$ cat config.mk
export PLATFORM = sky130hd
export DESIGN_NAME = pia_fifo
export DESIGN_NICKNAME = d
export VERILOG_FILES = /design/src/rtl/pia_pkg.sv /design/src/rtl/sync_fifo.sv /design/src/rtl/pia_fifo.sv
export SDC_FILE = /design/constraint.sdc
export NUM_CORES = 1
export LEC_CHECK = 0
export BUFFER_PORTS_ARGS = -buffer_cell sky130_fd_sc_hd__buf_2
export CAP_MARGIN = 40
export CORE_ASPECT_RATIO = 0.75
export CORE_MARGIN = 1
export CORE_UTILIZATION = 51
export DETAILED_ROUTE_END_ITERATION = 6
export GPL_ROUTABILITY_DRIVEN = 0
export PLACE_DENSITY_LB_ADDON = 0.08
export SYNTH_ARGS = -nofsm -noshare
export SYNTH_HDL_FRONTEND = slang
export SYNTH_HIERARCHICAL = 1
export SYNTH_SLANG_ARGS = --single-unit
$ cat constraint.sdc
create_clock -name clk -period 2.4 [get_ports clk]
set_clock_uncertainty 0.1 [all_clocks]
set_input_delay 0.12 -clock clk [delete_from_list [all_inputs] [get_ports clk]]
set_output_delay 0.12 -clock clk [all_outputs]
set_load 0.02 [all_outputs]
$ cat src/rtl/pia_pkg.sv
// ============================================================================
// Module      : pia_pkg
// Description : Shared constants for the FIFO-buffered Apple-I style PIA.
// Revision    : 1.0 - initial release
// ============================================================================
`default_nettype none

package pia_pkg;

    // Register offsets from BASE_ADDR
    localparam logic [1:0] c_OFS_KBD   = 2'd0;
    localparam logic [1:0] c_OFS_KBDCR = 2'd1;
    localparam logic [1:0] c_OFS_DSP   = 2'd2;
    localparam logic [1:0] c_OFS_DSPCR = 2'd3;

    // Keyboard handshake FSM
    localparam logic       c_K_IDLE    = 1'b0;
    localparam logic       c_K_ACK     = 1'b1;

    // Display handshake FSM
    localparam logic [1:0] c_D_IDLE    = 2'd0;
    localparam logic [1:0] c_D_VALID   = 2'd1;
    localparam logic [1:0] c_D_WAIT    = 2'd2;

    // Status byte bit positions
    localparam int         c_BIT_RX_NE   = 7;
    localparam int         c_BIT_TX_FULL = 7;
    localparam int         c_BIT_OVF     = 6;
    localparam int         c_BIT_IE      = 5;

    // Bit7 of a KBD read marks the byte as a keyboard strobe
    localparam logic [7:0] c_KBD_FLAG  = 8'h80;

endpackage

`default_nettype wire

$ cat src/rtl/sync_fifo.sv
// ============================================================================
// Module      : sync_fifo
// Description : Single-clock FIFO with count; push accepted when full if a pop
//               happens in the same cycle, pop of an empty FIFO is ignored.
// Revision    : 1.0 - initial release
// ============================================================================
`default_nettype none

module sync_fifo #(
    parameter int W     = 8,
    parameter int DEPTH = 4
) (
    input  logic                     clk,
    input  logic                     reset,
    input  logic                     i_push,
    input  logic                     i_pop,
    input  logic [W-1:0]             i_data,
    output logic [W-1:0]             o_head,
    output logic                     o_full,
    output logic                     o_empty,
    output logic [$clog2(DEPTH):0]   o_count
);

    localparam int               c_AW   = $clog2(DEPTH);
    localparam logic [c_AW:0]    c_FULL = DEPTH[c_AW:0];

    logic [W-1:0]    r_mem [DEPTH];
    logic [c_AW-1:0] r_wr_ptr;
    logic [c_AW-1:0] r_rd_ptr;
    logic [c_AW:0]   r_count;
    logic            w_do_pop;
    logic            w_do_push;

    assign o_empty   = (r_count == '0);
    assign o_full    = (r_count == c_FULL);
    assign o_count   = r_count;
    assign o_head    = r_mem[r_rd_ptr];

    assign w_do_pop  = i_pop & ~o_empty;
    assign w_do_push = i_push & (~o_full | w_do_pop);

    // Storage needs no reset: entries are only read once written
    always_ff @(posedge clk) begin
        if (w_do_push) begin
            r_mem[r_wr_ptr] <= i_data;
        end
    end

    always_ff @(posedge clk or negedge reset) begin
        if (!reset) begin
            r_wr_ptr <= '0;
            r_rd_ptr <= '0;
            r_count  <= '0;
        end else begin
            if (w_do_push) begin
                r_wr_ptr <= r_wr_ptr + c_AW'(1);
            end
            if (w_do_pop) begin
                r_rd_ptr <= r_rd_ptr + c_AW'(1);
            end
            case ({w_do_push, w_do_pop})
                2'b10:   r_count <= r_count + (c_AW+1)'(1);
                2'b01:   r_count <= r_count - (c_AW+1)'(1);
                default: r_count <= r_count;
            endcase
        end
    end

endmodule

`default_nettype wire

$ cat src/rtl/pia_fifo.sv
// ============================================================================
// Module      : pia_fifo
// Description : Apple-I style keyboard/display PIA with RX/TX FIFOs, overflow
//               flags, fill-level readback and a keyboard interrupt.
// Revision    : 1.0 - initial release
// ============================================================================
`default_nettype none

module pia_fifo
    import pia_pkg::*;
#(
    parameter logic [15:0] BASE_ADDR = 16'hD010,
    parameter int          DATA_W    = 7,
    parameter int          KBD_DEPTH = 4,
    parameter int          DSP_DEPTH = 4
) (
    input  logic              clk,
    input  logic              reset,
    input  logic [15:0]       addr,
    input  logic              we,
    input  logic [7:0]        din,
    output logic [7:0]        dout,
    output logic              irq,
    input  logic              kbd_rdy,
    output logic              kbd_ack,
    input  logic [DATA_W-1:0] kbd_data,
    output logic              dsp_rdy,
    input  logic              dsp_ack,
    output logic [DATA_W-1:0] dsp_data
);

    localparam int c_KW = $clog2(KBD_DEPTH);
    localparam int c_DW = $clog2(DSP_DEPTH);

    logic [15:0]       w_off_full;
    logic [1:0]        w_off;
    logic              w_hit;
    logic              w_rd;
    logic              w_wr;
    logic              w_kbd_pop;
    logic              w_kbdcr_wr;
    logic              w_dsp_wr;
    logic              w_dspcr_wr;

    logic [DATA_W-1:0] w_rx_head;
    logic              w_rx_full;
    logic              w_rx_empty;
    logic [c_KW:0]     w_rx_count;
    logic [DATA_W-1:0] w_tx_head;
    logic              w_tx_full;
    logic              w_tx_empty;
    logic [c_DW:0]     w_tx_count;
    logic [7:0]        w_rx_head8;
    logic [4:0]        w_rx_cnt5;
    logic [4:0]        w_tx_cnt5;
    logic [7:0]        w_rdata;

    logic              r_kstate;
    logic              w_kstate_nxt;
    logic              w_rx_push;
    logic              w_kbd_stall;
    logic [1:0]        r_dstate;
    logic [1:0]        w_dstate_nxt;
    logic              w_dsp_load;
    logic              w_tx_pop;

    logic [7:0]        r_dout;
    logic              r_irq;
    logic              r_ie;
    logic              r_ovf_k;
    logic              r_ovf_d;
    logic              r_kstall;
    logic [DATA_W-1:0] r_dsp_data;
    logic              w_unused;

    // Subtracting the base keeps decoding correct for any BASE_ADDR alignment
    assign w_off_full = addr - BASE_ADDR;
    assign w_hit      = (w_off_full[15:2] == 14'd0);
    assign w_off      = w_off_full[1:0];
    assign w_rd       = w_hit & ~we;
    assign w_wr       = w_hit & we;
    assign w_kbd_pop  = w_rd & (w_off == c_OFS_KBD);
    assign w_kbdcr_wr = w_wr & (w_off == c_OFS_KBDCR);
    assign w_dsp_wr   = w_wr & (w_off == c_OFS_DSP);
    assign w_dspcr_wr = w_wr & (w_off == c_OFS_DSPCR);
    assign w_unused   = ^din;

    sync_fifo #(.W(DATA_W), .DEPTH(KBD_DEPTH)) u_rx_fifo (
        .clk     (clk),
        .reset   (reset),
        .i_push  (w_rx_push),
        .i_pop   (w_kbd_pop),
        .i_data  (kbd_data),
        .o_head  (w_rx_head),
        .o_full  (w_rx_full),
        .o_empty (w_rx_empty),
        .o_count (w_rx_count)
    );

    sync_fifo #(.W(DATA_W), .DEPTH(DSP_DEPTH)) u_tx_fifo (
        .clk     (clk),
        .reset   (reset),
        .i_push  (w_dsp_wr),
        .i_pop   (w_tx_pop),
        .i_data  (din[DATA_W-1:0]),
        .o_head  (w_tx_head),
        .o_full  (w_tx_full),
        .o_empty (w_tx_empty),
        .o_count (w_tx_count)
    );

    assign w_rx_cnt5 = 5'(w_rx_count);
    assign w_tx_cnt5 = 5'(w_tx_count);

    always_comb begin
        w_rx_head8               = '0;
        w_rx_head8[DATA_W-1:0]   = w_rx_head;
    end

    always_comb begin
        w_rdata = 8'h00;
        if (w_rd) begin
            case (w_off)
                c_OFS_KBD: begin
                    w_rdata = w_rx_empty ? c_KBD_FLAG : (c_KBD_FLAG | w_rx_head8);
                end
                c_OFS_KBDCR: begin
                    w_rdata[4:0]        = w_rx_cnt5;
                    w_rdata[c_BIT_IE]   = r_ie;
                    w_rdata[c_BIT_OVF]  = r_ovf_k;
                    w_rdata[c_BIT_RX_NE] = ~w_rx_empty;
                end
                c_OFS_DSP: begin
                    w_rdata[c_BIT_TX_FULL] = w_tx_full;
                end
                c_OFS_DSPCR: begin
                    w_rdata[4:0]           = w_tx_cnt5;
                    w_rdata[c_BIT_OVF]     = r_ovf_d;
                    w_rdata[c_BIT_TX_FULL] = w_tx_full;
                end
            endcase
        end
    end

    // Keyboard handshake
    always_ff @(posedge clk or negedge reset) begin
        if (!reset) begin
            r_kstate <= c_K_IDLE;
        end else begin
            r_kstate <= w_kstate_nxt;
        end
    end

    always_comb begin
        w_kstate_nxt = r_kstate;
        w_rx_push    = 1'b0;
        w_kbd_stall  = 1'b0;
        if (r_kstate == c_K_IDLE) begin
            if (kbd_rdy) begin
                if (!w_rx_full) begin
                    w_rx_push    = 1'b1;
                    w_kstate_nxt = c_K_ACK;
                end else begin
                    w_kbd_stall  = 1'b1;
                end
            end
        end else begin
            if (!kbd_rdy) begin
                w_kstate_nxt = c_K_IDLE;
            end
        end
    end

    assign kbd_ack = (r_kstate == c_K_ACK);

    // Display handshake
    always_ff @(posedge clk or negedge reset) begin
        if (!reset) begin
            r_dstate <= c_D_IDLE;
        end else begin
            r_dstate <= w_dstate_nxt;
        end
    end

    always_comb begin
        w_dstate_nxt = r_dstate;
        w_dsp_load   = 1'b0;
        w_tx_pop     = 1'b0;
        case (r_dstate)
            c_D_IDLE: begin
                if (!w_tx_empty && !dsp_ack) begin
                    w_dsp_load   = 1'b1;
                    w_dstate_nxt = c_D_VALID;
                end
            end
            c_D_VALID: begin
                if (dsp_ack) begin
                    w_tx_pop     = 1'b1;
                    w_dstate_nxt = c_D_WAIT;
                end
            end
            c_D_WAIT: begin
                if (!dsp_ack) begin
                    w_dstate_nxt = c_D_IDLE;
                end
            end
            default: w_dstate_nxt = c_D_IDLE;
        endcase
    end

    assign dsp_rdy  = (r_dstate == c_D_VALID);
    assign dsp_data = r_dsp_data;

    // Status, read data and interrupt
    always_ff @(posedge clk or negedge reset) begin
        if (!reset) begin
            r_dout     <= 8'h00;
            r_irq      <= 1'b0;
            r_ie       <= 1'b0;
            r_ovf_k    <= 1'b0;
            r_ovf_d    <= 1'b0;
            r_kstall   <= 1'b0;
            r_dsp_data <= '0;
        end else begin
            r_dout   <= w_rdata;
            r_irq    <= r_ie & ~w_rx_empty;
            r_kstall <= w_kbd_stall;
            if (w_kbdcr_wr) begin
                r_ie <= din[c_BIT_IE];
            end
            // Only the first cycle of a stalled request flags the overflow
            if (w_kbd_stall && !r_kstall) begin
                r_ovf_k <= 1'b1;
            end else if (w_kbdcr_wr && din[c_BIT_OVF]) begin
                r_ovf_k <= 1'b0;
            end
            if (w_dsp_wr && w_tx_full && !w_tx_pop) begin
                r_ovf_d <= 1'b1;
            end else if (w_dspcr_wr && din[c_BIT_OVF]) begin
                r_ovf_d <= 1'b0;
            end
            if (w_dsp_load) begin
                r_dsp_data <= w_tx_head;
            end
        end
    end

    assign dout = r_dout;
    assign irq  = r_irq;

endmodule

`default_nettype wire

After elaboration in Yosys (flattened, before gate mapping):

Memory sizes are Yosys's and may differ from the RTL's. A register that Yosys moved wholly into a read port is not among the register bits.
Index checks and enable logic that the tools add are counted.

* output and inout bits: 18
* RAM bits: 56
* memories: 2
* input bits: 36
* register bits after elaboration: 30

* bitwise operators: 18
* reduce and logical (&&, ||, !) cells: 22
* equal/unequal tests: 14
* $add $sub $neg: 9
* muxes and demuxes: 32

Memory list
* u_rx_fifo.r_mem: words 4, width 7, rd ports 1, clocked after Yosys merged registers in 0, wr ports 1, line sync_fifo.sv:27 `logic [W-1:0] r_mem [DEPTH];`
* u_tx_fifo.r_mem: words 4, width 7, rd ports 1, clocked after Yosys merged registers in 1, wr ports 1, line sync_fifo.sv:27

Operator list (number)
* 1-bit two-way mux: 20
* 16-bit subtractor, second input constant: 1
* 5-bit case mux with 3 select lines: 1
* 14-bit zero test: 1
* 3-bit case mux with 2 select lines: 2
* 1-bit AND: 11
* 2-bit equality test, second input constant: 5
* 2-bit by 1-bit adder with 2-bit output, second input constant: 4
* 2-bit by 1-bit equality test with 1-bit output, second input constant: 4
* 8-bit two-way mux: 1
* 2-bit nonzero test: 4
* 7-bit two-way mux: 1
* 3-bit by 1-bit adder with 3-bit output, second input constant: 2
* 3-bit equality test, second input constant: 2
* 1-bit logical AND: 6
* 3-bit zero test: 2
* 2-bit two-way mux: 3
* 1-bit case mux with 3 select lines: 2
* 2-bit case mux with 3 select lines: 1
* 3-bit by 1-bit subtractor with 3-bit output, second input constant: 2
* 1-bit zero test: 5
* 1-bit inverter: 5
* 2-bit zero test: 2
* 2-bit != test, second input constant: 2
* other kinds (5): 6

Logic depth before layout (Yosys ltp):

Gate-level depths: netlist of the first run.

* depth after elaboration: 9
* mapped depth: 12
* gate-level depth less buffers: 12

Hierarchy:

Netlist of the first run, hierarchy kept.

Modules (own cells, without submodules)
* sync_fifo at u_tx_fifo: times used 1, area an instance 1526.5 µm², sequential area each 1016.0 µm², cells each 89
* sync_fifo at u_rx_fifo: times used 1, area an instance 1445.1 µm², sequential area each 1016.0 µm², cells each 75
* pia_fifo: times used 1, area an instance 1068.5 µm², sequential area each 575.6 µm², cells each 87

Worst setup path after synthesis of the first run:

Ideal clock, no wire load.

* path type: flip-flop to flip-flop
* start point: reg r_dstate[0]
* end point: reg u_tx_fifo.r_count[2] (netlist: u_tx_fifo/o_count[2])
* library setup time: 146 ps
* setup slack: -374 ps
* stages on the path, launching flop included: 10
* arrival time: 2528 ps
* data required time: 2154 ps
* cell sequence: dfrtp_1 -> nor2b_1 -> and2_1 -> clkbuf_1 -> nand2b_1 -> or2_2 -> fa_1 -> nand2b_1 -> o211ai_1 -> o311ai_0

* word-level cells in the longest chain between the ends: 7

RTL lines
* from (decl): line pia_fifo.sv:62 `logic [1:0] r_dstate;`
* from (signal assigned): line pia_fifo.sv:179 `r_dstate <= c_D_IDLE;`
* from (signal assigned): line pia_fifo.sv:181 `r_dstate <= w_dstate_nxt;`
* 2-bit by 1-bit equality test with 1-bit output (*)
* via dsp_rdy: line pia_fifo.sv:27 `output logic dsp_rdy,`
* 1-bit two-way mux (*): line pia_fifo.sv:189 `case (r_dstate)`
* via w_tx_pop: line pia_fifo.sv:65 `logic w_tx_pop;`
* 1-bit AND (*): line sync_fifo.sv:39 `assign w_do_pop = i_pop & ~o_empty;`
* 1-bit OR: line sync_fifo.sv:40 `assign w_do_push = i_push & (~o_full | w_do_pop);`
* 1-bit AND: line sync_fifo.sv:40
* 2-bit by 1-bit equality test with 1-bit output / 2-bit equality test (equally long branches): line sync_fifo.sv:61 `case ({w_do_push, w_do_pop})`
* 3-bit case mux with 2 select lines / 2-bit nonzero test (equally long branches)
* to (signal assigned): line sync_fifo.sv:62 `2'b10: r_count <= r_count + (c_AW+1)'(1);`
* to (signal assigned): line sync_fifo.sv:63 `2'b01: r_count <= r_count - (c_AW+1)'(1);`
* to (signal assigned): line sync_fifo.sv:64 `default: r_count <= r_count;`
* to (decl): line sync_fifo.sv:30 `logic [c_AW:0] r_count;`

Mark *: on every way through the listed nets, which the timed path passes. The rest lies on a longest branch.
A chain may end at the register's enable or synchronous reset.

Worst setup path after layout of the first run:

* start point: in addr[1]
* end point: reg u_tx_fifo.r_count[1] (netlist: u_tx_fifo/o_count[1])

* word-level cells in the longest chain between the ends: 7

RTL lines
* from (decl): line pia_fifo.sv:19 `input logic [15:0] addr,`
* 16-bit subtractor (*): line pia_fifo.sv:77 `assign w_off_full = addr - BASE_ADDR;`
* 14-bit zero test: line pia_fifo.sv:78 `assign w_hit = (w_off_full[15:2] == 14'd0);`
* 1-bit AND: line pia_fifo.sv:81 `assign w_wr = w_hit & we;`
* 1-bit AND (*): line pia_fifo.sv:84 `assign w_dsp_wr = w_wr & (w_off == c_OFS_DSP);`
* via w_dsp_wr: line pia_fifo.sv:42 `logic w_dsp_wr;`
* 1-bit AND (*): line sync_fifo.sv:40
* 2-bit by 1-bit equality test with 1-bit output / 2-bit equality test (equally long branches): line sync_fifo.sv:61
* 3-bit case mux with 2 select lines / 2-bit nonzero test (equally long branches)

Marked as above.

==> results of run 1 <==
[flip-flops by register name (all words and copies together), names as in the netlist, 2 cells and up]
register	count
dout	8
dsp_data	7
r_dstate	2
u_rx_fifo/o_count	3
u_rx_fifo/r_mem	28
u_rx_fifo/r_rd_ptr	2
u_rx_fifo/r_wr_ptr	2
u_tx_fifo/o_count	3
u_tx_fifo/r_mem	28
u_tx_fifo/r_rd_ptr	2
u_tx_fifo/r_wr_ptr	2
[kinds of logic (layout without fill, tap and decap cells)]
group | count (synthesis) | count (layout)
adder cells (fa/ha/maj) | 11 | 11
buffers and inverters | 26 | 128
XOR/XNOR | 12 | 12
flip-flops | 93 | 93
AND/OR/NAND/NOR | 53 | 53
multiplexers | 26 | 26
AO/OA/AOI/OAI | 30 | 30
[worst min-delay path by stage]
stage               cells past startpoint       to  startpoint  slack, ns
floorplan                               0  dout[0]       reset      -0.28
global placement                        1  dout[6]       reset       0.18
detailed placement                      1  dout[5]       reset      -0.11
CTS                                     2  r_ovf_d     addr[0]       0.01
global route                            2  dout[3]       reset       0.07
finish                                  2  dout[3]       reset       0.04
[metrics by stage]
step | util, % | std cells | hold slack, ns
finish | 67.3 | 454 | 0.0367
global route | 67.3 | 454 | 0.0673
CTS | 66.9 | 453 | 0.0144
detailed placement | 61.5 | 419 | -0.109
global placement | 61.2 | 418 | 0.180
floorplan | - | 251 | -0.276
[worst reg2reg max path: stages, from the launching register on]
cell and delay, ns:
dfrtp_1 0.38, or3b_4 0.42, inv_2 0.08, nor3b_2 0.06, o21a_4 0.12, inv_1 0.05
ha_2 0.17, inv_1 0.05, fa_2 0.33, xor2_1 0.15, nor2_1 0.13, xor2_1 0.14
[metal layers]
metal | wire [um] | vias up | share of wire, %
li1 | - | 1129 | -
met1 | 3540 | 1165 | 50
met2 | 3240 | 44 | 45
met3 | 294 | 6 | 4.1
met4 | 72 | 0 | 1.0
met5 | 0 | - | 0
[cell type report]
class	count	area, um^2	area share, %
inverters	17	63.8	1.26
multi-input cells	132	1360	26.9
clock inverters	6	95.1	1.88
clock buffers	10	128	2.53
flip-flops and latches	93	2610	51.7
repair buffers	95	666	13.2
well taps	101	126	2.50
[layout by cell type (no fill, tap or decap), drive strengths merged, types with 7 or more instances in the layout]
cell type,instances
a22oi,7
ha,9
buf,77
inv,19
and2,10
dlygate4sd3,18
mux2,10
edfxtp,56
dfrtp,37
nor2,12
mux4,14
xnor2,8
clkbuf,10
[report_power, final]
part           switching [W]  leakage, nW  internal, W
sequential          0.000203        0.973      0.00193
combinational       0.000571        0.994     0.000617
clock               0.000547        0.105     0.000598
total                0.00132         2.07      0.00314
[repair_timing]
| action | in CTS | in global routing |
|---|---|---|
| hold buffers | 18 | 0 |
| setup buffers | 0 | 1 |
| endpoints found under the hold margin | 100 | 0 |
| resized for setup | 0 | 8 |
| endpoints found under the setup margin | 0 | 3 |
==> flow_summary_export.csv, run 1 <==
group,metric,value,unit
run_status,status,"completed",
global_route,grtUsageMet2,30.4,%
clock_tree,path_clk_slew,0.09,ns
synth,synthXorXnorAreaFrac,2.60,%
worst_setup_path,cp.depth,10,
synth,synth_flop_cell,"edfxtp_1",
cells_and_area,final_layout_size_suffix_gt1_share,37.1,%
timing,finalCriticalPeriod,2.31,ns
power_and_ir_drop,power_density,885,nW/um^2
cells_and_area,nets,395,
synth,synth_top_area_share,41.6,%
synth,yosysTopAreaCell,"edfxtp_1",
worst_setup_path,cp_top_family,"simple AND/OR/NAND/NOR gates",
worst_setup_path,slowest_delay,0.53,ns
clock_tree,cts_tree,"built",
worst_setup_path,cp-endpoint,"u_tx_fifo/o_count[1]",
detailed_routing,drtAntennaViolNets,0,
floorplanning,io_pins,54,
cells_and_area,antenna_cells,0,
synth,synthTopCellsByCount,"edfxtp_1, dfrtp_1, inv_1",
synth,post-synth-top-count-cell,"edfxtp_1",
placed_design,place_area,4610,um^2
worst_setup_path,cp-start-kind,"input pin",
worst_hold_path,hp-class,"input pin to asynchronous set/reset pin",
clock_tree,cts_sinks,93,
global_route,grt_pass1_vias,2426,
synth,synth-adder-area-share,3.78,%
worst_setup_path,crit_chain,"dlygate4sd3_1 -> buf_2 -> nor4bb_2 -> nand4_1 -> nor2_2 -> or2_2 -> fa_1 -> o21bai_1 -> a31oi_1 -> o21a_1",
placed_design,dp_slack,-0.0817,ns
clock_tree,clk_latency,0.35,ns
synth,synth_edf_count,56,
detailed_routing,drt_wl_total,7150,um
detailed_routing,dr_total_vias,2344,
synth,synth_top_family_by_area,"multiplexers",
global_route,grtUsageMet3,4.68,%
detailed_routing,vias_per_cell,5.16,
clock_tree,root_buffer,"clkbuf_8",
global_route,grt-busiest-layer,"met2",
synth,synth_fp_nets,298,
cells_and_area,fillers,572,
power_and_ir_drop,power,0.00446,W
synth,synth_cells,251,
floorplanning,core-area,7500,um^2
global_route,antenna_found_initial,0,
placed_design,hpwlAfterDp,5140,um
timing,worst_slack,0.0927,ns
power_and_ir_drop,ir_drop,0.456,mV
power_and_ir_drop,p_leak,2.07,nW
worst_setup_path,arrival,2.50,ns
synth,synthMuxAreaShare,11.3,%
synth,ys_async_sr_fraction,39.8,%
synth,ys_warn_count,6,
timing,hold_viol,0,
floorplanning,row_count,27,
worst_setup_path,critPathLaunch,"addr[1]",
synth,synth.avg_cell_area,16.1,um^2
synth,synth_compound_area_share,5.76,%
worst_setup_path,r2r-start,"u_rx_fifo/o_count[1]",
worst_setup_path,path_max_fanout,11,
worst_setup_path,r2r-end,"u_rx_fifo/o_count[2]",
worst_setup_path,endpoint_kind,"register",
synth,synth-simple-area-share,9.45,%
timing,drv_slew,0,
global_route,grt_pass1_wl,12100,um
cells_and_area,finalInstanceArea,5050,um^2
clock_tree,htreeDepth,3,
cells_and_area,area_growth,24.9,%
global_route,grt-ovfl-total,0,
worst_setup_path,cp.buffers_inverters,2,
detailed_routing,drt-wirelength-per-cell,15.7,um
synth,netlist_area,4040,um^2
timing,tightestPinTransition,0.616,ns
floorplanning,dieArea,8290,um^2
run,max_cap_violations,0,
timing,setup_tns,0,ns
clock_tree,cts_buffer_depth,2,
timing,finalCritPeriodShare,96.1,%
synth,ys_seq_elements,93,
worst_setup_path,setup.worst_path.class,"input pin to register",
detailed_routing,firstDrtPassIters,4,
global_route,grt_usage,19.6,%
synth,ys_seq_area_share,64.5,%
detailed_routing,drt_iter0_markers,70,
timing,timing.slew.headroom,58.6,%
floorplanning,fp.dieW,105,um
timing,fmax,0.433,GHz
worst_setup_path,reg2regPathDepth,11,
floorplanning,initial_utilization,53.9,%
global_route,use_met1,27.6,%
timing,setup_violations,0,
clock_tree,cts_made_buffers,9,
worst_setup_path,cp_data_required_time,2.60,ns
floorplanning,dieHeight,79.1,um
synth,synthTopCellsByArea,"edfxtp_1, dfrtp_1, mux4_2",
synth,ys_types,50,
worst_setup_path,r2r_setup_slack,0.15,ns
placed_design,portBuffers,52,
detailed_routing,post-route-drc-count,0,
worst_setup_path,slowest_stage,"dlygate4sd3_1",
global_route,grt_max_degree,31,
Note: power is estimated with default switching activity, not from simulation.
==> inputs of run 2 (changes only) <==
Settings changed: CORE_MARGIN 1 to 2.
==> flow_summary_export.csv, run 2 (same netlist as run 1, synthesis figures left out) <==
group,metric,value,unit
detailed_routing,firstDrtPassIters,4,
timing,finalCritPeriodShare,93.5,%
global_route,grt_pass1_wl,11600,um
cells_and_area,final_cell_mix,"edfxtp_1, buf_2, dfrtp_1",
clock_tree,cts_made_buffers,9,
detailed_routing,drt-wirelength-per-cell,15.5,um
clock_tree,cts_sinks,93,
cells_and_area,area_growth,25.1,%
floorplanning,io_pins,54,
power_and_ir_drop,power_density,877,nW/um^2
run_status,status,"completed",
timing,worst_slack,0.156,ns
power_and_ir_drop,ir_drop,0.446,mV
floorplanning,dieArea,8660,um^2
detailed_routing,vias_per_cell,5.05,
cells_and_area,antenna_cells,0,
global_route,grt_usage,18.2,%
timing,timing.slew.headroom,60.7,%
timing,tightestPinTransition,0.585,ns
clock_tree,cts_buffer_depth,2,
global_route,grt-busiest-layer,"met2",
floorplanning,core-area,7780,um^2
worst_setup_path,path_max_fanout,3,
cells_and_area,fillers,613,
cells_and_area,instances_no_fill,462,
detailed_routing,drt_wl_total,7150,um
clock_tree,clk_latency,0.37,ns
detailed_routing,drt_iter0_markers,71,
cells_and_area,utilization,65.0,%
clock_tree,root_buffer,"clkbuf_8",
global_route,antenna_found_initial,0,
placed_design,dp.cells,425,
cells_and_area,final_layout_size_suffix_gt1_share,37.3,%
worst_hold_path,hp-class,"input pin to register",
run,max_cap_violations,0,
global_route,grt_pass1_vias,2378,
clock_tree,path_clk_slew,0.09,ns
worst_setup_path,arrival,2.43,ns
timing,finalCriticalPeriod,2.24,ns
worst_setup_path,setup.worst_path.class,"register to register",
timing,setup_tns,0,ns
worst_setup_path,cp_data_required_time,2.58,ns
timing,setup_violations,0,
placed_design,portBuffers,52,
detailed_routing,drtAntennaViolNets,0,
worst_setup_path,endpoint_kind,"register",
timing,drv_slew,0,
global_route,grt-ovfl-total,0,
cells_and_area,mostFrequentLayoutCell,"edfxtp_1",
power_and_ir_drop,p_leak,2.09,nW
global_route,use_met1,26.1,%
cells_and_area,nets,399,
floorplanning,fp.dieW,107,um
global_route,grt_max_degree,35,
timing,hold_viol,0,
floorplanning,initial_utilization,51.9,%
clock_tree,cts_tree,"built",
global_route,grtUsageMet3,4.90,%
worst_setup_path,cp-start-kind,"register",
timing,fmax,0.446,GHz
detailed_routing,dr_total_vias,2332,
placed_design,dp_slack,-0.108,ns
placed_design,hpwlAfterDp,5040,um
global_route,grtUsageMet2,26.8,%
clock_tree,htreeDepth,3,
floorplanning,row_count,28,
floorplanning,dieHeight,81.1,um
detailed_routing,post-route-drc-count,0,
## run 2: final cells by class
class	count	area (um^2)	share of cell area, %
clock buffers	9	124	2.45
clock inverters	7	81.3	1.61
inverters	17	63.8	1.26
multi-input cells	132	1350	26.8
flip-flops and latches	93	2610	51.6
well taps	105	131	2.60
repair buffers	99	692	13.7
## run 2: final timing paths
kind                                       from                   end  slack (ns)  depth (start not counted)
min in group asynchronous                 reset           r_dstate[1]        0.15                          3
hold reg to reg                        r_kstall               r_ovf_k        0.33                          1
setup / recovery           u_rx_fifo/o_count[1]  u_rx_fifo/o_count[2]        0.16                         11
hold / removal                          addr[0]               dout[3]        0.06                          4
setup reg to reg           u_rx_fifo/o_count[1]  u_rx_fifo/o_count[2]        0.16                         11
max in group asynchronous                 reset  u_tx_fifo/o_count[0]        1.49                          3
## run 2: repair_timing
action | CTS | global route
hold buffers | 19 | 0
endpoints found under the hold margin | 99 | 0
endpoints found under the setup margin | 0 | 2
gates resized for setup | 0 | 9
buffers inserted | 0 | 2
## run 2: power by group
part | internal [W] | leakage, nW | switching [W] | total [W]
sequential | 0.00193 | 0.975 | 0.000183 | 0.00211
clock | 0.000498 | 0.106 | 0.000577 | 0.00107
combinational | 0.000650 | 1.01 | 0.000598 | 0.00125
## run 2: per-stage QoR
step	cell area [um^2]	total power (W)	hold WS [ns]
after floorplan	4050	0.00294	-0.276
after global placement	4600	0.00331	0.175
after detailed placement	4620	0.00334	-0.158
after CTS	5020	0.00445	0.0473
after global routing	5050	0.00469	0.0649
final	5050	0.00443	0.0637
## run 2: critical path, cell delays in order (launching register included)
cell and delay [ns]:
dfrtp_1 0.40, or3b_4 0.41, inv_2 0.07, nor3b_1 0.05
o21a_4 0.12, inv_1 0.05, ha_2 0.17, inv_1 0.05
fa_2 0.33, xor2_1 0.14, nor2_1 0.12, xor2_1 0.16
## run 2: per-layer routing
layer  up-vias  part of all wire, %
met5         -                    0
met4         0                  1.6
met3         9                  4.6
met2        51                   43
met1      1137                   50
li1       1135                    -
==> inputs of run 3 (changes only) <==
Settings changed: ABC_AREA set to 1, CORE_ASPECT_RATIO 0.75 to 0.9, CORE_UTILIZATION 51 to 52.
==> flow_summary_export.csv, run 3 <==
group,metric,value,unit
cells_and_area,final_cell_mix,"nor2_1, nand2_1, edfxtp_1",
timing,rsz0062_at_grt,"no",
detailed_routing,dr_total_vias,2837,
worst_setup_path,path_max_fanout,5,
cells_and_area,antenna_cells,0,
worst_setup_path,cp-start-kind,"input pin",
worst_setup_path,cp.buffers_inverters,5,
floorplanning,initial_utilization,54.0,%
timing,finalCritPeriodShare,88.6,%
synth,ys_warn_count,6,
power_and_ir_drop,power_density,874,nW/um^2
synth,ys_seq_elements,93,
clock_tree,root_buffer,"clkbuf_8",
worst_setup_path,cp_data_required_time,2.56,ns
synth,synth_cells,381,
cells_and_area,instances_no_fill,569,
clock_tree,cts_buffer_depth,2,
worst_hold_path,hp-class,"input pin to register",
clock_tree,path_clk_slew,0.09,ns
synth,synthTopCellsByCount,"nor2_1, nand2_1, edfxtp_1",
floorplanning,dieArea,8640,um^2
global_route,grt-ovfl-total,0,
synth,synth.avg_cell_area,10.8,um^2
placed_design,hpwlAfterDp,5530,um
global_route,grt_max_degree,21,
cells_and_area,area_growth,19.8,%
timing,finalCriticalPeriod,2.13,ns
detailed_routing,firstDrtPassIters,4,
timing,hold_viol,0,
detailed_routing,drt_iter0_markers,116,
timing,fmax,0.470,GHz
floorplanning,dieHeight,88.4,um
global_route,grt_pass1_wl,12800,um
floorplanning,core-area,7620,um^2
timing,setup_tns,0,ns
synth,ys_async_sr_fraction,39.8,%
worst_setup_path,arrival,2.28,ns
clock_tree,htreeDepth,3,
detailed_routing,post-route-drc-count,0,
worst_setup_path,slowest_stage,"dlygate4sd3_1",
worst_setup_path,cp_top_family,"buffers and inverters",
global_route,grt_pass1_vias,2698,
worst_setup_path,endpoint_kind,"register",
detailed_routing,drtAntennaViolNets,0,
detailed_routing,drt-wirelength-per-cell,13.5,um
cells_and_area,nets,515,
synth,ys_types,34,
floorplanning,fp.dieW,97.8,um
clock_tree,clk_latency,0.36,ns
synth,yosysTopAreaCell,"edfxtp_1",
cells_and_area,fillers,637,
timing,drv_slew,0,
timing,worst_slack,0.273,ns
placed_design,portBuffers,52,
synth,synthTopCellsByArea,"edfxtp_1, dfrtp_1, nor2_1",
floorplanning,row_count,30,
timing,timing.slew.headroom,63.1,%
placed_design,dp_slack,0.111,ns
worst_setup_path,slowest_delay,0.53,ns
worst_setup_path,setup.worst_path.class,"input pin to register",
detailed_routing,vias_per_cell,4.99,
clock_tree,cts_tree,"built",
run_status,status,"completed",
power_and_ir_drop,p_leak,2.20,nW
cells_and_area,utilization,64.7,%
synth,post-synth-top-count-cell,"nor2_1",
timing,tightestPinTransition,0.553,ns
synth,synth_fp_nets,428,
synth,synth_top_area_share,40.9,%
power_and_ir_drop,ir_drop,0.456,mV
worst_setup_path,cpMostUsedCell,"nand2_1",
detailed_routing,drt_wl_total,7690,um
clock_tree,cts_made_buffers,9,
placed_design,dp.cells,535,
synth,synth_flop_cell,"edfxtp_1",
clock_tree,cts_sinks,93,
global_route,grt_usage,19.3,%
global_route,antenna_found_initial,0,
cells_and_area,mostFrequentLayoutCell,"nor2_1",
synth,netlist_area,4120,um^2
synth,ys_seq_area_share,63.4,%
timing,setup_violations,0,
worst_setup_path,crit_chain,"dlygate4sd3_1 -> buf_2 -> inv_1 -> nand2_4 -> nor2_1 -> nand2_1 -> inv_1 -> ha_1 -> inv_1 -> fa_1 -> nand2_1 -> nand3_1 -> nand2_1 -> nand2_1",
run,max_cap_violations,0,
synth,synth_edf_count,56,
cells_and_area,final_layout_size_suffix_gt1_share,22.6,%
floorplanning,io_pins,54,
## run 3: cell types whose count changed after synthesis, sizes merged, moves of 7 or more
| cell | previous run | this run |
|---|---|---|
| inv | 17 | 52 |
| o21ai | 4 | 40 |
| nand3 | 1 | 13 |
| nand2 | 3 | 64 |
| and2 | 10 | 0 |
| nor2 | 12 | 67 |
| xnor2 | 8 | 1 |
| o22ai | 0 | 8 |
| mux4 | 14 | 0 |
## run 3: worst min-delay path, cell delays in order
cell	delay, ns
buf_2	0.12
nor2_1	0.07
nand3_1	0.06
a31oi_1	0.07
## run 3: path summary, 6_finish.rpt
| kind | slack [ns] | cells past startpoint | end | start |
|---|---|---|---|---|
| max in group asynchronous | 1.57 | 3 | u_rx_fifo/r_rd_ptr[1] | reset |
| worst min-delay path | 0.03 | 4 | dout[6] | addr[1] |
| worst min register to register | 0.38 | 3 | r_ovf_k | r_kstall |
| worst max-delay path | 0.27 | 14 | u_rx_fifo/o_count[2] | we |
| worst max register to register | 0.32 | 8 | u_rx_fifo/o_count[1] | u_rx_fifo/o_count[2] |
| min in group asynchronous | 0.15 | 2 | dsp_data[3] | reset |
## run 3: routing by layer
metal  track usage (%)  up-vias  share of wire [%]
li1                  -     1428                  -
met1              27.7     1337                 49
met2              30.2       64                 45
met3              4.66        8                4.6
met4              5.05        0                1.1
met5                 0        -                  0
## run 3: final cells by class
class	instances	area (um^2)	share of cell area [%]
Clock buffer	10	128	2.59
Clock inverter	6	71.3	1.45
Inverter	52	200	4.06
Multi-Input combinational cell	229	1250	25.3
Sequential cell	93	2610	52.9
Tap cell	96	120	2.44
Timing Repair Buffer	83	558	11.3
## run 3: cell families after synthesis
kind of cell	Yosys count	synth area share [%]
simple gates	151	16.1
flops	93	63.4
buf+inv	59	6.60
compound gates	57	7.69
fa+ha+maj	11	3.71
mux	7	1.92
xor+xnor	3	0.639
## run 3: repair_timing
item                                    in CTS  in global routing
endpoints found under the setup margin       0                  2
resized for setup                            0                  2
hold endpoints to repair                   100                  0
setup buffers                                0                  0
hold buffers                                18                  0
## run 3: through the flow
| step | hold WS [ns] | total power (W) | area [um^2] |
|---|---|---|---|
| 3_5_place_dp | 0.00958 | 0.00328 | 4540 |
| 6_report | 0.0312 | 0.00431 | 4930 |
| 5_1_grt | 0.0294 | 0.00459 | 4930 |
| 4_1_cts | 0.00830 | 0.00434 | 4920 |
| 2_1_floorplan | -0.276 | 0.00293 | 4120 |
| 3_3_place_gp | 0.174 | 0.00324 | 4510 |
## run 3: report_power, final
group,switching [W],internal (W)
registers,0.000196,0.00192
logic,0.000695,0.000453
clock network,0.000546,0.000495
total,0.00144,0.00287
